## config.mk

```make
export PLATFORM = sky130hd
export DESIGN_NAME = simd_add4_sched
export DESIGN_NICKNAME = d
export VERILOG_FILES = /design/src/rtl/simd_sched_pkg.sv /design/src/rtl/rr_pick4_arb.sv /design/src/rtl/simd_add4_sched.sv
export SDC_FILE = /design/constraint.sdc
export NUM_CORES = 1
export LEC_CHECK = 0
export ABC_AREA = 1
export CELL_PAD_IN_SITES_DETAIL_PLACEMENT = 1
export CELL_PAD_IN_SITES_GLOBAL_PLACEMENT = 2
export CORE_MARGIN = 3
export CORE_UTILIZATION = 24
export DETAILED_ROUTE_END_ITERATION = 8
export PLACE_DENSITY = 0.8
export SKIP_CTS_REPAIR_TIMING = 1
export SYNTH_ARGS = -nofsm -noshare
export SYNTH_HDL_FRONTEND = slang
export SYNTH_SLANG_ARGS = --single-unit
```

## constraint.sdc

```tcl
create_clock -name ap_clk -period 9.6 [get_ports ap_clk]
set_input_delay 2.88 -clock ap_clk [delete_from_list [all_inputs] [get_ports ap_clk]]
set_output_delay 2.88 -clock ap_clk [all_outputs]
set_load 0.05 [all_outputs]
```

## src/rtl/simd_sched_pkg.sv

```systemverilog
// simd_sched_pkg: shared lane constants, lane/tag types and the 4-of-N
// rotating picker function used by the SIMD adder scheduler.
package simd_sched_pkg;

  localparam int SIMD_LANES = 4;
  localparam int LANE_W     = 12;
  localparam int TAG_IDX_W  = 4;

  typedef logic [LANE_W-1:0] lane_t;

  typedef struct packed {
    logic                 valid;
    logic [TAG_IDX_W-1:0] idx;
  } lane_tag_t;

  typedef struct packed {
    lane_tag_t [SIMD_LANES-1:0] pick;
    logic [2:0]                 cnt;
    logic [TAG_IDX_W-1:0]       last;
  } pick4_t;

  // Scan from ptr modulo n; the k-th eligible hit lands in lane k.
  function automatic pick4_t rr_pick4(
    input logic [15:0]          elig,
    input logic [TAG_IDX_W-1:0] ptr,
    input int                   n
  );
    pick4_t r;
    int     k;
    int     idx;
    r = '0;
    k = 0;
    for (int s = 0; s < 16; s++) begin
      idx = (int'(ptr) + s) % n;
      if (s < n && k < SIMD_LANES && elig[idx[3:0]]) begin
        r.pick[k[1:0]].valid = 1'b1;
        r.pick[k[1:0]].idx   = idx[3:0];
        r.last               = idx[3:0];
        k++;
      end
    end
    r.cnt = k[2:0];
    return r;
  endfunction

endpackage

```

## src/rtl/rr_pick4_arb.sv

```systemverilog
// rr_pick4_arb: combinational rotating picker, up to 4 of N_REQ.
// Ports: elig, ptr in; pick[4] {valid,idx}, cnt, last_idx out.
import simd_sched_pkg::*;

module rr_pick4_arb #(
  parameter int N_REQ = 8,
  parameter int IDX_W = $clog2(N_REQ)
) (
  input  logic [N_REQ-1:0]             elig,
  input  logic [IDX_W-1:0]             ptr,
  output lane_tag_t [SIMD_LANES-1:0]   pick,
  output logic [2:0]                   cnt,
  output logic [IDX_W-1:0]             last_idx
);

  logic [15:0]          e16;
  logic [TAG_IDX_W-1:0] p4;
  pick4_t               r;

  always_comb begin
    e16 = '0;
    e16[N_REQ-1:0] = elig;
    p4 = '0;
    p4[IDX_W-1:0] = ptr;
    r = rr_pick4(e16, p4, N_REQ);
    pick = r.pick;
    cnt = r.cnt;
    last_idx = r.last[IDX_W-1:0];
  end

endmodule

```

## src/rtl/simd_add4_sched.sv

```systemverilog
// simd_add4_sched: shares one 4x12b SIMD adder among N_REQ scalar requesters.
// Ports: ap_clk, ap_rst, req_valid/a/b, req_ready, simd_a/b, simd_ret,
// rsp_valid/data, busy; perf_issue_cnt/perf_lane_cnt with SIMD_SCHED_PERF_EN.
import simd_sched_pkg::*;

module simd_add4_sched #(
  parameter int N_REQ = 8,
  parameter int LAT   = 1,
  parameter int IDX_W = $clog2(N_REQ)
) (
  input  logic                       ap_clk,
  input  logic                       ap_rst,
  input  logic [N_REQ-1:0]           req_valid,
  input  logic [N_REQ*LANE_W-1:0]    req_a,
  input  logic [N_REQ*LANE_W-1:0]    req_b,
  output logic [N_REQ-1:0]           req_ready,
  output logic [SIMD_LANES*LANE_W-1:0] simd_a,
  output logic [SIMD_LANES*LANE_W-1:0] simd_b,
  input  logic [SIMD_LANES*LANE_W-1:0] simd_ret,
  output logic [N_REQ-1:0]           rsp_valid,
  output logic [N_REQ*LANE_W-1:0]    rsp_data,
  output logic                       busy
`ifdef SIMD_SCHED_PERF_EN
  ,
  output logic [31:0]                perf_issue_cnt,
  output logic [31:0]                perf_lane_cnt
`endif
);

  logic [N_REQ-1:0]            outstanding;
  logic [N_REQ-1:0]            elig;
  logic [IDX_W-1:0]            prio_ptr;
  lane_tag_t [SIMD_LANES-1:0]  pick;
  logic [2:0]                  pick_cnt;
  logic [IDX_W-1:0]            last_idx;
  logic [SIMD_LANES*LANE_W-1:0] lane_a;
  logic [SIMD_LANES*LANE_W-1:0] lane_b;
  logic [N_REQ-1:0]            rsp_v_nxt;
  logic [N_REQ*LANE_W-1:0]     rsp_d_nxt;

  // tag_q[0] rides with simd_a/b; tag_q[LAT] lines up with simd_ret.
  lane_tag_t [SIMD_LANES-1:0]  tag_q [LAT+1];

  assign elig = req_valid & ~outstanding;
  assign busy = |outstanding;

  rr_pick4_arb #(
    .N_REQ (N_REQ),
    .IDX_W (IDX_W)
  ) u_arb (
    .elig     (elig),
    .ptr      (prio_ptr),
    .pick     (pick),
    .cnt      (pick_cnt),
    .last_idx (last_idx)
  );

  always_comb begin
    req_ready = '0;
    lane_a = '0;
    lane_b = '0;
    for (int k = 0; k < SIMD_LANES; k++) begin
      if (pick[k].valid) begin
        req_ready[pick[k].idx[IDX_W-1:0]] = 1'b1;
        lane_a[k*LANE_W +: LANE_W] =
          req_a[pick[k].idx[IDX_W-1:0]*LANE_W +: LANE_W];
        lane_b[k*LANE_W +: LANE_W] =
          req_b[pick[k].idx[IDX_W-1:0]*LANE_W +: LANE_W];
      end
    end
  end

  always_comb begin
    rsp_v_nxt = '0;
    rsp_d_nxt = '0;
    for (int k = 0; k < SIMD_LANES; k++) begin
      if (tag_q[LAT][k].valid) begin
        rsp_v_nxt[tag_q[LAT][k].idx[IDX_W-1:0]] = 1'b1;
        rsp_d_nxt[tag_q[LAT][k].idx[IDX_W-1:0]*LANE_W +: LANE_W] =
          lane_t'(simd_ret[k*LANE_W +: LANE_W]);
      end
    end
  end

  always_ff @(posedge ap_clk) begin
    if (ap_rst) begin
      simd_a <= '0;
      simd_b <= '0;
      prio_ptr <= '0;
      outstanding <= '0;
      rsp_valid <= '0;
      rsp_data <= '0;
      for (int s = 0; s <= LAT; s++) tag_q[s] <= '0;
    end else begin
      simd_a <= lane_a;
      simd_b <= lane_b;
      tag_q[0] <= pick;
      for (int s = 1; s <= LAT; s++) tag_q[s] <= tag_q[s-1];
      if (pick[0].valid)
        prio_ptr <= (last_idx == IDX_W'(N_REQ-1)) ? '0 : last_idx + 1'b1;
      // Clear lands at the end of the response cycle, so regrant is next cycle.
      outstanding <= (outstanding & ~rsp_valid) | req_ready;
      rsp_valid <= rsp_v_nxt;
      rsp_data <= rsp_d_nxt;
    end
  end

`ifdef SIMD_SCHED_PERF_EN
  logic [32:0] lane_sum;
  assign lane_sum = {1'b0, perf_lane_cnt} + 33'(pick_cnt);

  always_ff @(posedge ap_clk) begin
    if (ap_rst) begin
      perf_issue_cnt <= '0;
      perf_lane_cnt <= '0;
    end else begin
      if (pick[0].valid && perf_issue_cnt != '1)
        perf_issue_cnt <= perf_issue_cnt + 1'b1;
      perf_lane_cnt <= lane_sum[32] ? '1 : lane_sum[31:0];
    end
  end
`endif

endmodule
```

==> reports/results.ini, run 1 <==
[worst_setup_path]
worstPathMaxFanout=6
r2r-end=simd_a[7]
rrSetupSlack_ps=2410
cp.required_ps=6720
start_kind=input port
critical_path_class=in2out
critPathSlowestCell=ha_4
regToRegStartpoint=prio_ptr[0]
cp_num_buf_inv=5
reg2reg_depth=34
crit_path_frequent_cell=nand2_4
cp_top_family=simple AND/OR/NAND/NOR gates
endpoint_kind=output pin
worst-path-stages=31
worstSetupStartpoint=req_valid[7]
slowest_delay_ps=300
endpoint=req_ready[2]
crit_arrival_ps=6800

[timing]
period_share_pct=101
slew_viol_final=0
worst_slack_ps=-80.6
finalHoldViolCount=0
finClkSkew_ps=32.8
rsz0062_at_grt=true
post-route-min-period_ps=9680
slew-limit-headroom_pct=31.5
worstMarginPinSlew_ps=1020
fmax_mhz=103
setup_viol=8

[cts]
numClockSinks=243
cts_root_buffer=clkbuf_16
numCtsBuffers=34
clk_pin_slew_ps=50
cts_buffer_depth=3
cts_tree=built
clock_latency_ps=620
cts.htree.levels=2

[synthesis]
synth_edf_count=0
synth-seq-cells=243
ys_warn_count=0
synth_seq_area_share_pct=18.9
synth.net_count=5096
async_reset_ff_share_pct=0
synth_ff_type=dfxtp_1
synth_cell_type_count=62
syn_inst=4779
synth.cell_area_mm2=0.0257
avgSynthCellArea_um2=5.38

[routing]
vias=34500
final_antenna_net_count=0
drt_iter0_markers=2846
drc=0
viasPerCell=5.19
routed_wl_um=162000
drtPass1Iterations=6
routedWlPerCell_um=24.4

[layout]
area_growth_pct=34.0
drive_above_1_share_pct=9.35
multi_input_area_mm2=0.0181
seq_area_mm2=0.00486
fill_cells=14000
fin_nets=5544
final_cells=6655

[placed_design]
place_congestion=1.02
port_buffers=458
pre_cts_slack_ps=-832
dp_hpwl_um=124000
dpl.cell_count=6561

[global_routing]
grt_start_max_net_pins=84
grt_usage_pct=27.8
grt-ovfl-total=0
antenna_found_initial=23
grt_pass1_wl_um=232000
grt_pass1_vias=34400

[floorplan]
initial_core_util_pct=24.3
die_area_mm2=0.111
num_rows=119
dieHeight_um=333
die_x_um=333
core-area_mm2=0.106
ios=459

[outcome]
violations=setup timing
outcome=finished, violations left

[hold_path]
min-delay-path-class=reg2reg

[run]
cap_violations=0

==> tightest hold or removal path, stage by stage, from the launching register on <==
cell and delay, ps:
dfxtp_1 290, inv_1 40, nor2_1 30
==> cell usage after synthesis, drive strengths merged (2+ instances only) <==
cell / count / area, µm²
a221oi: 12 / 105
o31ai: 11 / 82.6
nor2: 664 / 2580
buf: 131 / 786
o211a: 3 / 30.0
clkinv: 8 / 31.3
xor2: 3 / 41.3
nor3: 57 / 285
nand3: 663 / 3400
nor4: 15 / 93.8
o221ai: 9 / 78.8
a211oi: 24 / 180
a21oi: 154 / 774
fa: 4 / 80.1
a22oi: 9 / 67.6
a32oi: 2 / 17.5
o21ai: 252 / 1270
nand3b: 4 / 30.0
o311ai: 8 / 70.1
nand4: 17 / 113
o21a: 2 / 15.0
or2: 15 / 93.8
o41ai: 3 / 26.3
clkbuf: 105 / 394
o22ai: 66 / 413
o32ai: 9 / 78.8
a31oi: 33 / 206
a221o: 2 / 20.0
inv: 618 / 2320
xnor2: 4 / 35.0
dfxtp: 243 / 4860
o2111ai: 5 / 43.8
nand2: 1485 / 5670
and2: 4 / 25.0
a311oi: 15 / 131
o211ai: 52 / 390
ha: 63 / 788
==> state kept, by name (all words and copies together) (netlist names) <==
| signal | cells |
|---|---|
| simd_b | 48 |
| simd_a | 48 |
| prio_ptr | 3 |
| rsp_data | 96 |
| outstanding | 8 |
| tag_q | 32 |
| rsp_valid | 8 |
==> layout make-up <==
type	instances	area share, %
repair buffers	648	17.7
flip-flops and latches	243	14.1
clock buffers	46	2.87
multi-input cells	3674	52.7
diodes	12	0.0872
inverters	626	6.90
well taps	1391	5.05
clock inverters	15	0.592
==> layout by cell type, fill, tap and decap left out, drive strengths merged, types with 17 or more instances in the layout <==
cell and n:
o211ai 52, nand3 663, clkdlybuf4s50 441, a211oi 24, nor3 57, nand2 1485
inv 621, o21ai 252, nand4 17, ha 63, clkbuf 46, dfxtp 243
clkinv 17, o22ai 66, a31oi 33, nor2 664, a21oi 154, buf 207
==> kinds of logic (layout without fill, tap and decap cells) <==
| kind of cell | count (synthesis) | after routing | share of synthesized area [%] |
|---|---|---|---|
| simple gates | 2924 | 2924 | 47.9 |
| buf+inv | 862 | 1335 | 13.8 |
| compound gates | 675 | 675 | 15.7 |
| flops | 243 | 243 | 18.9 |
| fa+ha+maj | 67 | 67 | 3.38 |
| xor+xnor | 7 | 7 | 0.297 |
| mux | 1 | 1 | 0.0390 |
| other cells | 0 | 12 | 0 |
==> per-layer routing <==
metal  part of all wire (%)  vias up  GRT usage, %
met1                     41    16600          34.8
met3                    6.3      311          4.45
met5                  0.027        -             0
met4                    4.5        8          12.1
li1                       -    16300             -
met2                     48     1285          47.3
==> worst min path at each step <==
stage | startpoint | end | slack [ps] | cells past startpoint
after floorplan | tag_q[0][0] | tag_q[0][20] | 390 | 2
after global placement | tag_q[0][15] | tag_q[0][35] | 390 | 2
after detailed placement | tag_q[0][12] | tag_q[0][32] | 400 | 2
after CTS | tag_q[0][15] | tag_q[0][35] | 410 | 2
after global routing | tag_q[0][1] | tag_q[0][21] | 410 | 2
final | tag_q[0][1] | tag_q[0][21] | 400 | 2
==> metrics by stage <==
step / TNS [ps] / hold slack (ps) / area (µm²) / utilization (%)
5_1_grt: -2220 / 413 / 34400 / 32.6
4_1_cts: -6390 / 406 / 33500 / 31.7
6_report: -472 / 402 / 34400 / 32.6
3_3_place_gp: -5090 / 388 / 32300 / 30.6
3_5_place_dp: -6270 / 397 / 32300 / 30.6
2_1_floorplan: 0 / 388 / 25900 / -
Power of run 1 is not shown: default switching activity piles up to over one toggle a cycle in this logic, so the estimate is an artifact.
==> run 2: changes to the inputs <==
clock period = 8.1 ns   (was 9.6 ns; I/O delays follow)
==> reports/results.ini, run 2 (same netlist as run 1, synthesis figures left out) <==
[outcome]
outcome=finished, violations left
violations=setup timing

[floorplan]
core-area_mm2=0.106
ios=459
die_x_um=333
num_rows=119
die_area_mm2=0.111
dieHeight_um=333
initial_core_util_pct=24.3

[global_routing]
grt-ovfl-total=0
grt_pass1_vias=34700
grt_pass1_wl_um=230000
use_met3_pct=3.40
grtUsageMet2_pct=45.9
antenna_found_initial=20
grt_start_max_net_pins=73
busiest_layer=met2
use_met1_pct=34.9
grt_usage_pct=27.3

[worst_setup_path]
endpoint_kind=output pin
cp.required_ps=5670
reg2reg_depth=34
regToRegStartpoint=prio_ptr[0]
start_kind=input port
crit_path_frequent_cell=nand2_4
r2r-end=simd_b[3]
slowest_delay_ps=270
worstPathMaxFanout=6
cp_num_buf_inv=8
cp_top_family=simple AND/OR/NAND/NOR gates
critical_path_class=in2out
critPathSlowestCell=ha_4
crit_arrival_ps=6300
rrSetupSlack_ps=1540

[timing]
worst_slack_ps=-634
finClkSkew_ps=46.2
post-route-min-period_ps=8730
worstMarginPinSlew_ps=1090
finalHoldViolCount=0
period_share_pct=108
slew_viol_final=0
setup_viol=8
fmax_mhz=114
rsz0062_at_grt=true
slew-limit-headroom_pct=27.0

[layout]
drive_above_1_share_pct=10.1
fin_nets=5583
mostFrequentLayoutCells=nand2_1, nor2_1, nand3_1
largest_register_ffs=96
area_growth_pct=36.0
regMostFlops=rsp_data
fill_cells=13900
layout_commonest_cell=nand2_1
reg.largest.list=rsp_data x96, simd_a x48, simd_b x48
finalInstanceArea_mm2=0.0349

[routing]
routedWlPerCell_um=23.8
vias=34600
final_antenna_net_count=0
viasPerCell=5.17
routed_wl_um=160000
drt_iter0_markers=2821
drtPass1Iterations=5
drc=0

[cts]
cts_buffer_depth=3
clock_latency_ps=630
clk_pin_slew_ps=60
cts_root_buffer=clkbuf_16
cts_tree=built
cts.htree.levels=1
numCtsBuffers=30
numClockSinks=243

[hold_path]
min-delay-start=tag_q[0][11]
hold_depth=2
min_to=tag_q[0][31]
min-delay-path-class=reg2reg

[placed_design]
place_congestion=1.00
postPlaceCellArea_mm2=0.0330
port_buffers=458
dp_hpwl_um=125000

[run]
cap_violations=0

==> run 2: cell types whose count changed in the layout (fill, tap and decap cells not counted), sizes merged <==
cell	before	now
buf	207	248
clkinvlp	0	1
diode	12	14
clkinv	17	16
nor2	664	665
clkbuf	46	35
bufinv	3	7
==> run 2: area by class of cell <==
| type | count | area [µm²] | share of cell area (%) |
|---|---|---|---|
| tap | 1391 | 1740 | 4.98 |
| multi-input combinational | 3675 | 18300 | 52.3 |
| clock inverter | 19 | 313 | 0.895 |
| antenna | 14 | 35.0 | 0.100 |
| sequential | 243 | 4860 | 13.9 |
| timing repair buffer | 690 | 6560 | 18.8 |
| clock buffer | 34 | 786 | 2.25 |
| inverter | 626 | 2370 | 6.78 |
==> run 2: through the flow <==
stage	TNS (ps)	hold slack, ps	worst slack, ps	cells	utilization (%)
after CTS	-10950	406	-1410	6658	32.2
after detailed placement	-15130	398	-1380	6605	31.2
final	-4640	403	-634	6692	33.0
after floorplan	-3920	388	-548	4779	-
after global placement	-11510	389	-1270	6605	31.2
after global routing	-6480	422	-875	6690	33.0
==> run 2: worst register-to-register path, delay by kind of cell, from the launching register on <==
kind / cells / cell delay, ps
buf+inv: 9 / 2270
fa+ha+maj: 5 / 1380
compound gates: 1 / 130
simple gates: 19 / 2350
flops: 1 / 310
==> run 2: worst max path at each step <==
stage | from | cells after the start | slack (ps) | end
global placement | req_valid[4] | 30 | -1270 | req_ready[1]
CTS | req_valid[4] | 29 | -1410 | req_ready[1]
floorplan | req_valid[5] | 31 | -550 | req_ready[1]
finish | req_valid[5] | 33 | -630 | req_ready[6]
detailed placement | req_valid[4] | 29 | -1380 | req_ready[1]
global route | req_valid[5] | 33 | -870 | req_ready[5]
==> run 2: layer usage <==
metal	wire [µm]	share of wire, %	up-vias
met5	13	0.0081	-
met4	7630	4.8	2
met3	8820	5.5	278
met2	74900	47	1220
met1	68100	43	16700
li1	-	-	16400
Power of run 2 is left out for the same reason.
